`src/rtl/cpu_debug_pkg.sv`:
```
// Shared run-state encoding and default sizing for the CPU debug monitor.
package cpu_debug_pkg;

  localparam int unsigned DEF_WORD_SIZE  = 16;
  localparam int unsigned DEF_PC_SIZE    = 8;
  localparam int unsigned DEF_NUM_REGS   = 4;
  localparam int unsigned DEF_FIFO_DEPTH = 8;

  typedef enum logic [1:0] {
    ST_HALT = 2'd0,
    ST_RUN  = 2'd1,
    ST_STEP = 2'd2
  } run_state_e;

  // Register-select width, never narrower than one bit.
  function automatic int unsigned sel_width(input int unsigned n);
    return (n > 1) ? $clog2(n) : 1;
  endfunction

endpackage

```
`src/rtl/debug_fifo.sv`:
```
// WWD capture FIFO: power-of-two depth, drop-on-full push, ignore-on-empty pop.
module debug_fifo #(
  parameter int unsigned WORD_SIZE  = 16,
  parameter int unsigned FIFO_DEPTH = 8,
  localparam int unsigned CNT_WIDTH = $clog2(FIFO_DEPTH + 1)
) (
  input  logic                 clk,
  input  logic                 reset,
  input  logic                 push,
  input  logic                 pop,
  input  logic [WORD_SIZE-1:0] din,
  output logic [WORD_SIZE-1:0] head,
  output logic [CNT_WIDTH-1:0] count,
  output logic                 full,
  output logic                 empty
);

  localparam int unsigned PTR_WIDTH = $clog2(FIFO_DEPTH);

  logic [WORD_SIZE-1:0] mem [FIFO_DEPTH];
  logic [PTR_WIDTH-1:0] wr_ptr;
  logic [PTR_WIDTH-1:0] rd_ptr;
  logic                 do_push;
  logic                 do_pop;

  assign full    = (count == CNT_WIDTH'(FIFO_DEPTH));
  assign empty   = (count == '0);
  assign do_pop  = pop & ~empty;
  // A pop in the same cycle frees the slot a full FIFO needs for the push.
  assign do_push = push & (~full | do_pop);
  assign head    = mem[rd_ptr];

  always_ff @(posedge clk) begin
    if (reset) begin
      wr_ptr <= '0;
      rd_ptr <= '0;
      count  <= '0;
    end else begin
      if (do_push) wr_ptr <= wr_ptr + PTR_WIDTH'(1);
      if (do_pop)  rd_ptr <= rd_ptr + PTR_WIDTH'(1);
      case ({do_push, do_pop})
        2'b10:   count <= count + CNT_WIDTH'(1);
        2'b01:   count <= count - CNT_WIDTH'(1);
        default: count <= count;
      endcase
    end
  end

  // Storage is deliberately left uncleared on reset.
  always_ff @(posedge clk) begin
    if (!reset && do_push) mem[wr_ptr] <= din;
  end

endmodule

```
`src/rtl/cpu_debug_monitor.sv`:
```
// CPU debug monitor: run/halt/single-step gating, retire counter, PC tap,
// and a display mux over the WWD capture FIFO or a selected register.
module cpu_debug_monitor
  import cpu_debug_pkg::*;
#(
  parameter int unsigned WORD_SIZE  = DEF_WORD_SIZE,
  parameter int unsigned PC_SIZE    = DEF_PC_SIZE,
  parameter int unsigned NUM_REGS   = DEF_NUM_REGS,
  parameter int unsigned FIFO_DEPTH = DEF_FIFO_DEPTH,
  localparam int unsigned SEL_WIDTH = sel_width(NUM_REGS),
  localparam int unsigned CNT_WIDTH = $clog2(FIFO_DEPTH + 1)
) (
  input  logic                          clk,
  input  logic                          reset_cpu,
  input  logic                          cpu_enable,
  input  logic                          step_req,
  output logic                          run_gate,
  input  logic                          inst_retire,
  input  logic [WORD_SIZE-1:0]          pc,
  input  logic                          wwd_valid,
  input  logic [WORD_SIZE-1:0]          wwd_data,
  input  logic                          wwd_enable,
  input  logic [NUM_REGS*WORD_SIZE-1:0] reg_snapshot,
  input  logic [SEL_WIDTH-1:0]          register_selection,
  input  logic                          pop,
  output logic [WORD_SIZE-1:0]          num_inst,
  output logic [WORD_SIZE-1:0]          output_port,
  output logic [PC_SIZE-1:0]            pc_low,
  output logic [CNT_WIDTH-1:0]          fifo_count,
  output logic                          overflow
);

  run_state_e           state;
  logic                 step_prev;
  logic                 step_edge;
  logic [WORD_SIZE-1:0] fifo_head;
  logic                 fifo_full;
  logic                 fifo_empty;
  logic [WORD_SIZE-1:0] sel_val_c;
  logic [WORD_SIZE-1:0] display_c;
  logic                 unused_pc;

  assign step_edge = step_req & ~step_prev;
  assign unused_pc = ^pc;

  debug_fifo #(
    .WORD_SIZE (WORD_SIZE),
    .FIFO_DEPTH(FIFO_DEPTH)
  ) u_fifo (
    .clk  (clk),
    .reset(reset_cpu),
    .push (wwd_valid),
    .pop  (pop),
    .din  (wwd_data),
    .head (fifo_head),
    .count(fifo_count),
    .full (fifo_full),
    .empty(fifo_empty)
  );

  // Out-of-range selections fall through to zero.
  always_comb begin
    sel_val_c = '0;
    for (int unsigned k = 0; k < NUM_REGS; k++) begin
      if (register_selection == SEL_WIDTH'(k)) sel_val_c = reg_snapshot[k*WORD_SIZE +: WORD_SIZE];
    end
    display_c = wwd_enable ? (fifo_empty ? '0 : fifo_head) : sel_val_c;
  end

  always_ff @(posedge clk) begin
    if (reset_cpu) begin
      state       <= ST_HALT;
      run_gate    <= 1'b0;
      step_prev   <= 1'b0;
      num_inst    <= '0;
      pc_low      <= '0;
      output_port <= '0;
      overflow    <= 1'b0;
    end else begin
      step_prev   <= step_req;
      pc_low      <= pc[PC_SIZE-1:0];
      output_port <= display_c;
      if (inst_retire) num_inst <= num_inst + WORD_SIZE'(1);
      if (wwd_valid && fifo_full && !pop) overflow <= 1'b1;

      // run_gate is updated alongside the state so it mirrors it without decode glitches.
      case (state)
        ST_HALT: begin
          if (cpu_enable) begin
            state    <= ST_RUN;
            run_gate <= 1'b1;
          end else if (step_edge) begin
            state    <= ST_STEP;
            run_gate <= 1'b1;
          end
        end
        ST_RUN: begin
          if (!cpu_enable) begin
            state    <= ST_HALT;
            run_gate <= 1'b0;
          end
        end
        ST_STEP: begin
          if (cpu_enable) begin
            state    <= ST_RUN;
            run_gate <= 1'b1;
          end else if (inst_retire) begin
            state    <= ST_HALT;
            run_gate <= 1'b0;
          end
        end
        default: begin
          state    <= ST_HALT;
          run_gate <= 1'b0;
        end
      endcase
    end
  end

endmodule

```
`config.mk`:
```
export PLATFORM = sky130hd
export DESIGN_NAME = cpu_debug_monitor
export DESIGN_NICKNAME = d
export VERILOG_FILES = /design/src/rtl/cpu_debug_pkg.sv /design/src/rtl/debug_fifo.sv /design/src/rtl/cpu_debug_monitor.sv
export SDC_FILE = /design/constraint.sdc
export NUM_CORES = 1
export LEC_CHECK = 0
export ABC_AREA = 0
export BUFFER_PORTS_ARGS = -buffer_cell sky130_fd_sc_hd__buf_2
export CORE_MARGIN = 10
export CORE_UTILIZATION = 57
export CTS_BUF_LIST = sky130_fd_sc_hd__clkbuf_4 sky130_fd_sc_hd__clkbuf_8
export DETAILED_ROUTE_END_ITERATION = 10
export PLACE_DENSITY = 0.82
export SYNTH_ARGS = -nofsm -noshare
export SYNTH_HDL_FRONTEND = slang
export SYNTH_SLANG_ARGS = --single-unit
```
`constraint.sdc`:
```
create_clock -name clk -period 3.76 [get_ports clk]
set_input_delay 0.188 -clock clk [delete_from_list [all_inputs] [get_ports clk]]
set_output_delay 0.188 -clock clk [all_outputs]
set_load 0.05 [all_outputs]
```
* Word-level counts from Yosys, hierarchy flattened *
Memories as Yosys holds them, arrays and structs flattened. A register that Yosys moved wholly into a read port is not among the register bits.
Cells that the tools add are included.

operators by class
  reductions and logical operators = 10
  muxes and demuxes = 23
  equal/unequal tests = 11
  bitwise operators = 7
  $add $sub $neg = 5

operators by type and width
  kind                     count
  $mux W16                 6
  $add A16 B1 Y16 const B  1
  $mux W2                  5
  $eq A2 B2 Y1 const B     4
  $pmux W4 S2              1
  $mux W1                  7
  $add A3 B1 Y3 const B    2
  $eq A2 B1 Y1 const B     3
  $mux W3                  2
  $ne A3 B3 Y1 const B     2
  $pmux W2 S3              1
  $add A4 B1 Y4 const B    1
  $eq A4 B4 Y1 const B     1
  $logic_not A2 Y1         2
  $logic_not A4 Y1         1
  $sub A4 B1 Y4 const B    1
  $and A1 B1 Y1            3
  $logic_and A1 B1 Y1      3
  $not A1 Y1               3
  $pmux W1 S3              1
  $reduce_and A3 Y1        1
  $logic_not A1 Y1         2
  $ne A2 B2 Y1 const B     1
  $reduce_bool A2 Y1       1
  $or A1 B1 Y1             1

word-level totals
  memory bits (writable) = 128
  memories = 1
  input bits = 106
  logic and storage cells = 67
  flip-flop bits (word level) = 55
  output and inout bits = 46

memories
  name        words  bits a word  read ports  clocked after Yosys merged registers in  wr ports  line              text
  u_fifo.mem  8      16           1           1                                        1         debug_fifo.sv:20  logic [WORD_SIZE-1:0] mem [FIFO_DEPTH];

* Logic depth before layout (Yosys ltp) *
Gate-level depths: netlist (run 1).

  depth in word-level cells = 8
  mapped depth = 11
  gate-level depth less buffers = 10

* By module *
Synthesis (run 1) repeated with hierarchy kept, for this count alone.

unflattened totals
  cell total of the unflattened synthesis = 442
  area, all modules = 7649.8 um^2

by module, submodules not included
  module             instances  cells an instance  seq. area each (um^2)  area each (um^2)
  debug_fifo         1          271                4103.9                 5596.6
  cpu_debug_monitor  1          171                900.9                  2053.2

* Worst setup path before layout (run 1) *
OpenSTA, ideal clock, no wires.

  path type = reg-to-reg
  start point = register u_fifo.count[0]
  end point = memory u_fifo.mem[0][0], enable pin
  path buffers = 0
  slack = 0.509 ns
  stages on the path, launching flop included = 5
  required time = 3.330 ns
  library setup time = 0.430 ns
  clock period less this slack = 3.251 ns
  data arrival time = 2.821 ns
  cell sequence = dfxtp_1 > or3_4 > o21a_4 > nand2b_1 > nor4_1

between the ends
  cells in the longest elaborated chain, start to end = 8
  elaborated cells on any way between the ends = 10
  classes of those cells = 1 x eq/ne; 2 x mux; 5 x bitwise; 2 x reduce/logical

RTL lines
  element                            line              text
  from (decl)                        debug_fifo.sv:13  output logic [CNT_WIDTH-1:0] count,
  from (signal assigned)             debug_fifo.sv:42  2'b10: count <= count + CNT_WIDTH'(1);
  from (signal assigned)             debug_fifo.sv:43  2'b01: count <= count - CNT_WIDTH'(1);
  from (signal assigned)             debug_fifo.sv:44  default: count <= count;
  $logic_not A4 Y1                   debug_fifo.sv:27  assign empty = (count == '0);
  $not A1 Y1                         debug_fifo.sv:28  assign do_pop = pop & ~empty;
  $and A1 B1 Y1                      debug_fifo.sv:28
  $or A1 B1 Y1 (*)                   debug_fifo.sv:30  assign do_push = push & (~full | do_pop);
  $and A1 B1 Y1 (*)                  debug_fifo.sv:30
  $logic_and A1 B1 Y1 (*)            debug_fifo.sv:51  if (!reset && do_push) mem[wr_ptr] <= din;
  $mux W1 (*)                        debug_fifo.sv:51
  $mux W1 (not written as such) (*)  debug_fifo.sv:51
  to (decl)                          debug_fifo.sv:20

Mark *: on every way between the ends. The rest lies on a longest branch, timed or not.

* Worst setup path after layout (run 1) *
  start point = register u_fifo.count[1]
  end point = register u_fifo.count[2]

between the ends
  cells in the longest elaborated chain, start to end = 7
  elaborated cells on any way between the ends = 13
  classes of those cells = 2 x add/sub; 3 x eq/ne; 1 x mux; 5 x bitwise; 2 x reduce/logical

RTL lines
  element                                                   line              text
  $logic_not A4 Y1                                          debug_fifo.sv:27
  $not A1 Y1                                                debug_fifo.sv:28
  $and A1 B1 Y1                                             debug_fifo.sv:28
  $or A1 B1 Y1                                              debug_fifo.sv:30
  $and A1 B1 Y1                                             debug_fifo.sv:30
  $eq A2 B1 Y1 / $eq A2 B2 Y1 (equally long branches)       debug_fifo.sv:41  case ({do_push, do_pop})
  $pmux W4 S2 / $reduce_bool A2 Y1 (equally long branches)  -

Parallel ways exist; a longest one is shown, timed or not.
A chain may end at the register's enable or synchronous reset.

==> results.md, run 1 <==
* Core area at 13140 µm²
* Post-Layout Cell Count at 857
* Worst skew pair latency at 0.46 ns
* Status: completed
* CP Data Arrival Time at 2.88 ns
* Worst min path class: input pin to register
* Reg power frac at 52.1%
* CTS tree: done
* WHS at 0.02677 ns
* Final Hold Viols at 0
* Root Driver: clkbuf_8
* Commonest non-fill, non-tap cells in the layout: buf_2, edfxtp_1, mux2i_1
* Post-route minimum period at 2.500 ns
* Final net count at 780
* Place WS at 1.299 ns
* Gpl congestion at 0.8379
* Layout cells sized above 1 at 32.75%
* Syn_area_per_cell at 15.29 µm²
* Final Max Slew Viols at 0
* Die ar. at 18260 µm²
* Cts repair resizes at 0
* DR pass1 iterations at 5
* Layout fillers at 886
* Combinational Power Share at 20.5%
* WS Path Type: register to register
* Vias in the first global route at 5086
* H-tree levels at 4
* Syn. warnings at 0
* Placed cells at 799
* Type of origin of the critical path: register
* Most common cell after layout, fill and taps aside: buf_2
* Switching part of the total at 29.22%
* Max_slew headroom at 25.30%
* Area growth from synthesis to layout at 20.87%
* Power per cell area at 518.4 nW/µm²
* Count of hold-fix buffers inserted at cts at 26
* Syn_nets at 606
* Total power at 4734 µW
* First-pass GRT wire length at 26.66 mm
* P_leak at 0.003409 µW
* VDD IR-drop max at 349.1 µV
* Max FO, Critical Path at 9
* Setup bufs post-CTS at 0
* Die width at 135.1 µm
* Worst setup EP type: register
* Largest net degree at the start of global routing at 65
* Area taken by multi-input logic gates at 2400 µm²
* DRT iter0 DRCs at 386
* Via count at 4890
* Die H at 135.1 µm
* Final setup viols at 0
* Sequential Area at 5009 µm²
* Origin of the worst setup path: u_fifo.count[1]
* Distinct cell type count after synthesis at 48
* Hold_sp: wwd_data[7]
* Maxcap violations at 0
* Worst-Margin Slew at 1.120 ns
* Layout Skew at 0.007176 ns
* DR DRC count at 0
* Worst-path clk slew at 0.09 ns
* Ant diodes at 0
* Final worst slack at 1.260 ns
* WP data required at 4.14 ns
* Global-route usage over all layers at 19.00%
* Initial antenna violation count at 0
* I/O pin count at 152
* Synthesized area at 7555 µm²
* Worst r2r src: u_fifo.count[1]
* Synth Instances at 494
* Final HPWL DP at 11.52 mm
* Routed len/inst at 20.06 µm
* Switching pwr at 1383 µW
* Remaining antenna violation count after routing at 0
* Wirelength, routed at 17.19 mm
* Cts bufs inserted at 17
* Via density at 5.706
* Cell internal pwr at 3351 µW
* Register area share after synthesis at 66.25%
* Period utilization at 66.48%
* RSZ-0062 raised after global routing: false
* Buffers on Ports at 143
* Setup_tns at 0 ns
* Clock sinks at 186
* Share of power burned in the clock network at 27.4%
* Cell Rows at 42
* Yosys reg bits at 186
* Initial core utilization at 57.50%
* Max Fclk at 0.4000 GHz
* Clock Path Buffers at 2
* Gr ovfl total at 0
-- stage by stage --
step,util (%),cell area [µm²]
2_1_floorplan,-,7555
5_1_grt,69.50,9131
3_3_place_gp,64.50,8473
3_5_place_dp,64.50,8473
4_1_cts,69.50,9131
6_report,69.50,9131
-- area by class of cell --
| class | count | area share [%] |
|---|---|---|
| Clock buffer | 21 | 3.028 |
| Multi-Input combinational cell | 274 | 26.28 |
| Timing Repair Buffer | 183 | 11.84 |
| Inverter | 6 | 0.2603 |
| Tap cell | 176 | 2.412 |
| Clock inverter | 11 | 1.329 |
| Sequential cell | 186 | 54.85 |
-- layer usage --
| metal | share of wire [%] | global-route usage [%] |
|---|---|---|
| met5 | 0 | 0 |
| met4 | 2.3 | 7.237 |
| met3 | 8.1 | 6.575 |
| met2 | 51 | 32.99 |
| met1 | 38 | 21.00 |
-- Yosys cell counts, drive strengths merged --
cell type | n | area, µm²
a21oi | 9 | 45.04
nor3 | 6 | 30.03
edfxtp | 128 | 3844
nand4b | 1 | 8.760
nor2b | 14 | 87.58
nor3b | 1 | 18.77
a32o | 16 | 160.2
or3 | 4 | 30.03
clkinv | 1 | 5.000
nand3 | 5 | 30.03
nor4b | 1 | 8.760
nand4 | 4 | 52.55
o21bai | 1 | 7.510
nor2 | 31 | 123.9
buf | 17 | 112.6
a211oi | 1 | 7.510
mux2i | 68 | 680.7
and2 | 1 | 6.260
a31o | 1 | 8.760
o21a | 1 | 15.01
xnor2 | 8 | 70.07
nand2b | 4 | 25.02
mux2 | 1 | 15.01
nor4 | 6 | 52.55
ha | 6 | 75.07
dfxtp | 58 | 1161
inv | 5 | 18.77
o21ai | 7 | 35.03
nor4bb | 1 | 10.01
nand2 | 15 | 56.30
mux4 | 16 | 360.4
a21o | 1 | 7.510
and3 | 1 | 6.260
clkbuf | 11 | 41.29
a211o | 1 | 8.760
xor2 | 8 | 70.07
a22oi | 32 | 240.2
nand3b | 1 | 7.510
o41a | 1 | 11.26
-- flip-flops by register name, indices dropped and copies added (netlist names), 2 cells and up, named ones only --
register	count
pc_low	8
num_inst	16
u_fifo.mem	128
u_fifo.rd_ptr	3
u_fifo.count	4
state	2
output_port	16
u_fifo.wr_ptr	3
-- final timing paths --
path | to | slack (ns) | cells after the start
worst min-delay path | u_fifo.mem[4][7] | 0.03 | 1
worst max register to register | u_fifo.count[2] | 1.26 | 10
worst max-delay path | u_fifo.count[2] | 1.26 | 10
worst min register to register | overflow | 0.49 | 2
-- power groups by stage --
| stage | combinational, µW | clock (µW) | sequential (µW) |
|---|---|---|---|
| after floorplan | 644 | 0 | 2580 |
| after detailed placement | 950 | 0 | 2520 |
| after global placement | 924 | 0 | 2500 |
| final | 970 | 1290 | 2470 |
| after CTS | 974 | 1310 | 2470 |
| after global routing | 1040 | 1390 | 2490 |
-- worst max-delay path: stages, from the launching register on --
cell	delay, ns
dfxtp_1	0.40
or3_4	0.43
o21a_4	0.26
clkinv_2	0.07
ha_1	0.27
xor2_1	0.18
ha_1	0.16
a21oi_1	0.05
xor2_1	0.17
or3_1	0.31
a21oi_1	0.13
-- cells by family (layout without fill, tap and decap cells) --
kind of cell / after synthesis / after routing / synth area share [%]
buf+inv: 34 / 221 / 2.352
compound gates: 71 / 71 / 7.237
flops: 186 / 186 / 66.25
fa+ha+maj: 6 / 6 / 0.9937
simple gates: 96 / 96 / 7.337
xor+xnor: 16 / 16 / 1.855
mux: 85 / 85 / 13.98
Power figures use the tool's default switching activity.
==> run 2: changes to the inputs <==
Clock period 3.76 ns to 2.5 ns, I/O delays scaled along.
==> run 2 against run 1 <==
Sequential power is 46% higher. Hold slack better by 0.0096 ns. Count of clock-buffer cells in the layout is 4 higher. Critical path type unchanged. Critical endpoint unchanged. Largest cell class unchanged. Largest power group unchanged.
==> results.md, run 2 (synthesized netlist as in run 1, its figures left out) <==
* Ant diodes at 0 (unchanged)
* DRT iter0 DRCs at 350 (-9.3%)
* Layout cells sized above 1 at 34.25% (+1.5 points)
* Die width at 135.1 µm (unchanged)
* Initial antenna violation count at 0 (unchanged)
* VDD IR-drop max at 470.3 µV (+35%)
* Final Max Slew Viols at 0 (unchanged)
* Gr ovfl total at 0 (unchanged)
* Area growth from synthesis to layout at 23.45%
* Crit path max-delay family: simple AND/OR/NAND/NOR gates
* WHS at 0.03635 ns (+0.009582 ns)
* P_leak at 0.003498 µW (+2.6%)
* Max_slew headroom at 48.06% (+23 points)
* First-pass GRT wire length at 27.50 mm (+3.2%)
* Vias in the first global route at 5170 (+1.7%)
* Layout fillers at 846 (-4.5%)
* Max Fclk at 0.4152 GHz (+3.8%)
* Wirelength, routed at 17.90 mm (+4.1%)
* I/O pin count at 152 (unchanged)
* Type of origin of the critical path: register
* CTS tree: done
* WP buf/inv at 1 (unchanged)
* Placed cells at 804 (+0.63%)
* Max FO, Critical Path at 9 (unchanged)
* Worst skew pair latency at 0.45 ns (about the same)
* DR pass1 iterations at 7 (+2)
* Initial core utilization at 57.50% (unchanged)
* Cts bufs inserted at 17 (unchanged)
* Slowest-stage cell, CP: or3_4
* Final HPWL DP at 12.07 mm (+4.8%)
* Reg with most FFs: u_fifo.mem
* Via density at 5.743 (+0.66%)
* Biggest regs: u_fifo.mem x128, num_inst x16, output_port x16
* Post-route minimum period at 2.408 ns (-0.09140 ns)
* H-tree levels at 4 (unchanged)
* Final Hold Viols at 0 (unchanged)
* Die ar. at 18260 µm² (unchanged)
* Worst setup EP type: register
* Die H at 135.1 µm (unchanged)
* Global-route usage over all layers at 19.37% (+0.37 points)
* WP data required at 2.87 ns (-1.27 ns)
* Clock Path Buffers at 2 (unchanged)
* Power per cell area at 809.1 nW/µm² (+56%)
* Most common cell after layout, fill and taps aside: buf_2
* Place WS at 0.01447 ns (-1.285 ns)
* Status: completed
* Final setup viols at 0 (unchanged)
* Worst-path clk slew at 0.08 ns (about the same)
* Remaining antenna violation count after routing at 0 (unchanged)
* Setup_tns at 0 ns (unchanged)
* Cell Rows at 42 (unchanged)
* Total power at 7546 µW (+59%)
* Post-Layout Cell Count at 865 (+0.93%)
* Maxcap violations at 0 (unchanged)
* Final net count at 788 (+1.0%)
* CP Data Arrival Time at 2.78 ns (-0.10 ns)
* Clock sinks at 186 (unchanged)
* Commonest non-fill, non-tap cells in the layout: buf_2, edfxtp_1, mux2i_1
* Largest net degree at the start of global routing at 37 (-43%)
* Period utilization at 96.33% (+30 points)
* Max incr delay on CP at 0.40 ns (-0.03 ns)
* DR DRC count at 0 (unchanged)
* Max reg flops at 128 (unchanged)
* Root Driver: clkbuf_8
* Routed len/inst at 20.70 µm (+3.2%)
* Buffers on Ports at 143 (unchanged)
* Gpl congestion at 0.8650 (+3.2%)
* Via count at 4968 (+1.6%)
* Worst-Margin Slew at 0.7762 ns (-0.3442 ns)
* Final worst slack at 0.09168 ns (-1.169 ns)
* Critical-path cell list: or3_4 > o21a_4 > clkinv_2 > ha_4 > xor2_2 > ha_1 > a21oi_1 > xor2_1 > or3_1 > a21oi_2
* Core area at 13140 µm² (unchanged)
* WS Path Type: register to register
* Layout Skew at 0.01346 ns (+0.006281 ns)
* Worst min path class: input pin to register
run 2: cell count changes in the layout (fill, tap and decap cells not counted), moves of 2 or more:
cell,before,now
buf_4,14,20
clkbuf_8,19,22
clkinvlp_4,4,1
bufinv_16,2,4
clkinv_4,2,0
ha_1,6,4
nor2b_1,12,14
nor2b_2,2,0
nor4_2,2,0
nor4_4,1,3
run 2: power by group:
part / switching (µW) / internal [µW]
Combinational: 1000 / 720
Clock: 962 / 1260
Sequential: 171 / 3440
run 2: final timing paths:
check	startpoint	to	slack [ns]	cells after the start
worst min-delay path	inst_retire	num_inst[1]	0.04	3
worst min register to register	overflow	overflow	0.48	2
worst max register to register	u_fifo.count[1]	u_fifo.count[2]	0.09	10
worst max-delay path	u_fifo.count[1]	u_fifo.count[2]	0.09	10
run 2: timing repair:
item	4_1_cts	5_1_grt
resized for setup	3	6
endpoints found under the hold margin	141	0
setup endpoints to repair	2	2
hold buffers	27	0
pin swaps	0	2
buffers inserted	0	2
run 2: worst reg2reg max path: cells and delay by family, from the launching register on:
| family | cells | cell delay, ns |
|---|---|---|
| fa+ha+maj | 2 | 0.32 |
| buf+inv | 1 | 0.08 |
| flops | 1 | 0.39 |
| xor+xnor | 2 | 0.30 |
| compound gates | 3 | 0.48 |
| simple gates | 2 | 0.77 |
run 2: cell type report:
type | count | area, µm² | area share [%]
inverters | 6 | 23.77 | 0.2549
flip-flops and latches | 186 | 5012 | 53.74
repair buffers | 191 | 1156 | 12.40
clock buffers | 25 | 325.3 | 3.488
well taps | 176 | 220.2 | 2.361
clock inverters | 7 | 137.6 | 1.476
multi-input cells | 274 | 2451 | 26.28
run 2: routing by layer:
metal / up-vias / global-route usage [%] / part of all wire [%]
met1: 2424 / 21.44 / 37
met2: 247 / 33.78 / 52
met3: 29 / 6.909 / 9.4
met4: 0 / 6.639 / 1.3
li1: 2268 / - / -
met5: - / 0 / 0
run 2: metrics by stage:
step                      utilization [%]  area, µm²
after global routing                70.99       9326
after global placement              64.98       8537
after floorplan                         -       7587
after detailed placement            64.98       8537
after CTS                           70.70       9289
final                               70.99       9326
==> run 3: changes to the inputs <==
Settings changed: CORE_ASPECT_RATIO set to 1.75.
==> run 3 against run 2 <==
Count of clock-buffer cells in the layout fell by 8. Global-route usage rose by 0.31 points. Hold slack got worse by 0.0029 ns. Die area rose by 0.99%. Sequential power barely moved. Fmax rose by 0.68%. Non-clock buffer count fell by 5. Largest cell class unchanged. Critical endpoint is now u_fifo.count[3]. Sequential cell count did not move. Setup slack improved by 0.016 ns.
==> results.md, run 3 (synthesized netlist as in run 1, its figures left out) <==
* Status: completed
* DR DRC count at 0 (unchanged)
* Routed len/inst at 21.33 µm (+3.0%)
* Clock sinks at 186 (unchanged)
* P_leak at 0.003419 µW (-2.3%)
* Worst skew pair latency at 0.46 ns (about the same)
* Max reg flops at 128 (unchanged)
* Via count at 4996 (+0.56%)
* Die H at 172.3 µm (+28%)
* Layout cells sized above 1 at 33.53% (-0.72 points)
* Clock Path Buffers at 2 (unchanged)
* Global-route usage over all layers at 19.68% (+0.31 points)
* End of the critical path: u_fifo.count[3]
* DR pass1 iterations at 4 (-3)
* Initial antenna violation count at 0 (unchanged)
* Final setup viols at 0 (unchanged)
* Met2 usage at 35.20% (+1.4 points)
* VDD IR-drop max at 764.4 µV (+63%)
* Final net count at 783 (-0.63%)
* Reg with most FFs: u_fifo.mem
* Maxcap violations at 0 (unchanged)
* Setup bufs post-CTS at 0 (unchanged)
* Max Fclk at 0.4180 GHz (+0.68%)
* Worst setup EP type: register
* Area taken by multi-input logic gates at 2441 µm² (-0.41%)
* Type of origin of the critical path: register
* Max incr delay on CP at 0.42 ns (+0.02 ns)
* Final HPWL DP at 12.29 mm (+1.8%)
* Post-route minimum period at 2.392 ns (-0.01616 ns)
* Buffers on Ports at 143 (unchanged)
* FF-to-FF path depth at 8 (-2)
* Most common cell after layout, fill and taps aside: buf_2
* Biggest regs: u_fifo.mem x128, num_inst x16, output_port x16
* Worst min path class: input pin to register
* Largest net degree at the start of global routing at 43 (+16%)
* Critical-path cell list: or3_4 > o21a_4 > clkinv_2 > ha_1 > nor4b_2 > o21ai_0 > a211o_1 > nand2_1
* WS Path Type: register to register
* Via density at 5.850 (+1.9%)
* Vias in the first global route at 5264 (+1.8%)
* Remaining antenna violation count after routing at 0 (unchanged)
* Slowest-stage cell, CP: or3_4
* Die width at 107.0 µm (-21%)
* Layout fillers at 910 (+7.6%)
* Initial core utilization at 58.39% (+0.89 points)
* First-pass GRT wire length at 27.95 mm (+1.6%)
* Gr ovfl total at 0 (unchanged)
* Origin of the worst setup path: u_fifo.count[1]
* Final worst slack at 0.1078 ns (+0.01616 ns)
* Cell Rows at 55 (+31%)
* Period utilization at 95.69% (-0.65 points)
* H-tree levels at 4 (unchanged)
* R2r endpoint: u_fifo.count[3]
* DRT iter0 DRCs at 327 (-6.6%)
* Max FO, Critical Path at 9 (unchanged)
* Gpl congestion at 0.9063 (+4.8%)
* Area growth from synthesis to layout at 21.50%
* Wirelength, routed at 18.21 mm (+1.7%)
* I/O pin count at 152 (unchanged)
* Ant diodes at 0 (unchanged)
* Place WS at 0.006255 ns (-0.008213 ns)
* Worst-Margin Slew at 0.8533 ns (+0.07702 ns)
* Commonest non-fill, non-tap cells in the layout: buf_2, edfxtp_1, mux2i_1
* Worst r2r src: u_fifo.count[1]
* Cts bufs inserted at 17 (unchanged)
* CP Data Arrival Time at 2.79 ns (about the same)
* CTS tree: done
* RSZ-0062 raised after global routing: true
* Core area at 12940 µm² (-1.5%)
* Final Hold Viols at 0 (unchanged)
* GRT met1 Usage at 20.78% (-0.67 points)
* Max_slew headroom at 43.12% (-4.9 points)
* Reg2reg setup slack at 0.11 ns (+0.02 ns)
* WP data required at 2.90 ns (+0.03 ns)
* Met3 Usage GRT at 6.262% (-0.65 points)
* Worst-path clk slew at 0.09 ns (about the same)
* Root Driver: clkbuf_8
* Total power at 7112 µW (-5.8%)
* Power per cell area at 774.8 nW/µm² (-4.2%)
* GRT Max-Usage Layer: met2
* Die ar. at 18440 µm² (+0.99%)
* Sequential Area at 5011 µm² (about the same)
* Final Max Slew Viols at 0 (unchanged)
* Layout Skew at 0.01881 ns (+0.005355 ns)
==> run 3: cell types whose count changed in the layout (fill, tap and decap cells not counted), sizes merged <==
cell      delta
clkbuf       -8
clkinv       +5
bufinv       -4
inv          +5
buf          -5
clkinvlp     +1
==> run 3: area by class of cell <==
cell class                 instances  share of cell area, %
clock inverter                    14                  1.486
inverter                           6                 0.2590
tap                              171                  2.331
timing repair buffer             186                  12.19
clock buffer                      17                  2.549
sequential                       186                  54.59
multi-input combinational        274                  26.59
==> run 3: layer usage <==
layer | vias to the layer above | share of wire [%]
met3 | 37 | 9.0
met2 | 275 | 52
met5 | - | 0
li1 | 2265 | -
met4 | 0 | 2.5
met1 | 2419 | 36
==> run 3: how the worst min path moves through the flow <==
| stage | start | endpoint | depth (start not counted) |
|---|---|---|---|
| finish | inst_retire | num_inst[0] | 3 |
| global route | inst_retire | num_inst[0] | 3 |
| CTS | inst_retire | num_inst[0] | 3 |
| detailed placement | pc[3] | pc_low[3] | 2 |
| global placement | cpu_enable | state[1] | 2 |
| floorplan | cpu_enable | state[1] | 1 |
==> run 3: where the power goes <==
group | leakage, µW | switching (µW) | internal (µW)
combinational | 0.00160 | 981 | 682
sequential | 0.00163 | 166 | 3440
clock | 0.000184 | 1120 | 727
total | 0.00342 | 2270 | 4850
==> run 3: stage by stage <==
| step | area (µm²) | hold slack [ns] | util (%) | instances | setup TNS [ns] |
|---|---|---|---|---|---|
| floorplan | 7587 | 0.2037 | - | 494 | -1.526 |
| global placement | 8508 | 0.3214 | 65.76 | 796 | 0 |
| detailed placement | 8508 | 0.3418 | 65.76 | 796 | 0 |
| CTS | 9151 | 0.01051 | 70.74 | 854 | 0 |
| global route | 9179 | 0.05164 | 70.95 | 854 | -0.006475 |
| finish | 9179 | 0.03347 | 70.95 | 854 | 0 |
==> run 3: critical path, delay by kind of cell (launching register included) <==
kind / cells / cell delay [ns]
AO/OA/AOI/OAI: 3 / 0.72
adder cells (fa/ha/maj): 1 / 0.32
buffers and inverters: 1 / 0.08
flip-flops: 1 / 0.39
AND/OR/NAND/NOR: 3 / 0.82
==> run 3: timing repair <==
item | 4_1_cts | 5_1_grt
cloned | 0 | 0
resized for setup | 1 | 5
setup endpoints to repair | 1 | 2
hold buffers | 27 | 0
hold endpoints to repair | 141 | 0
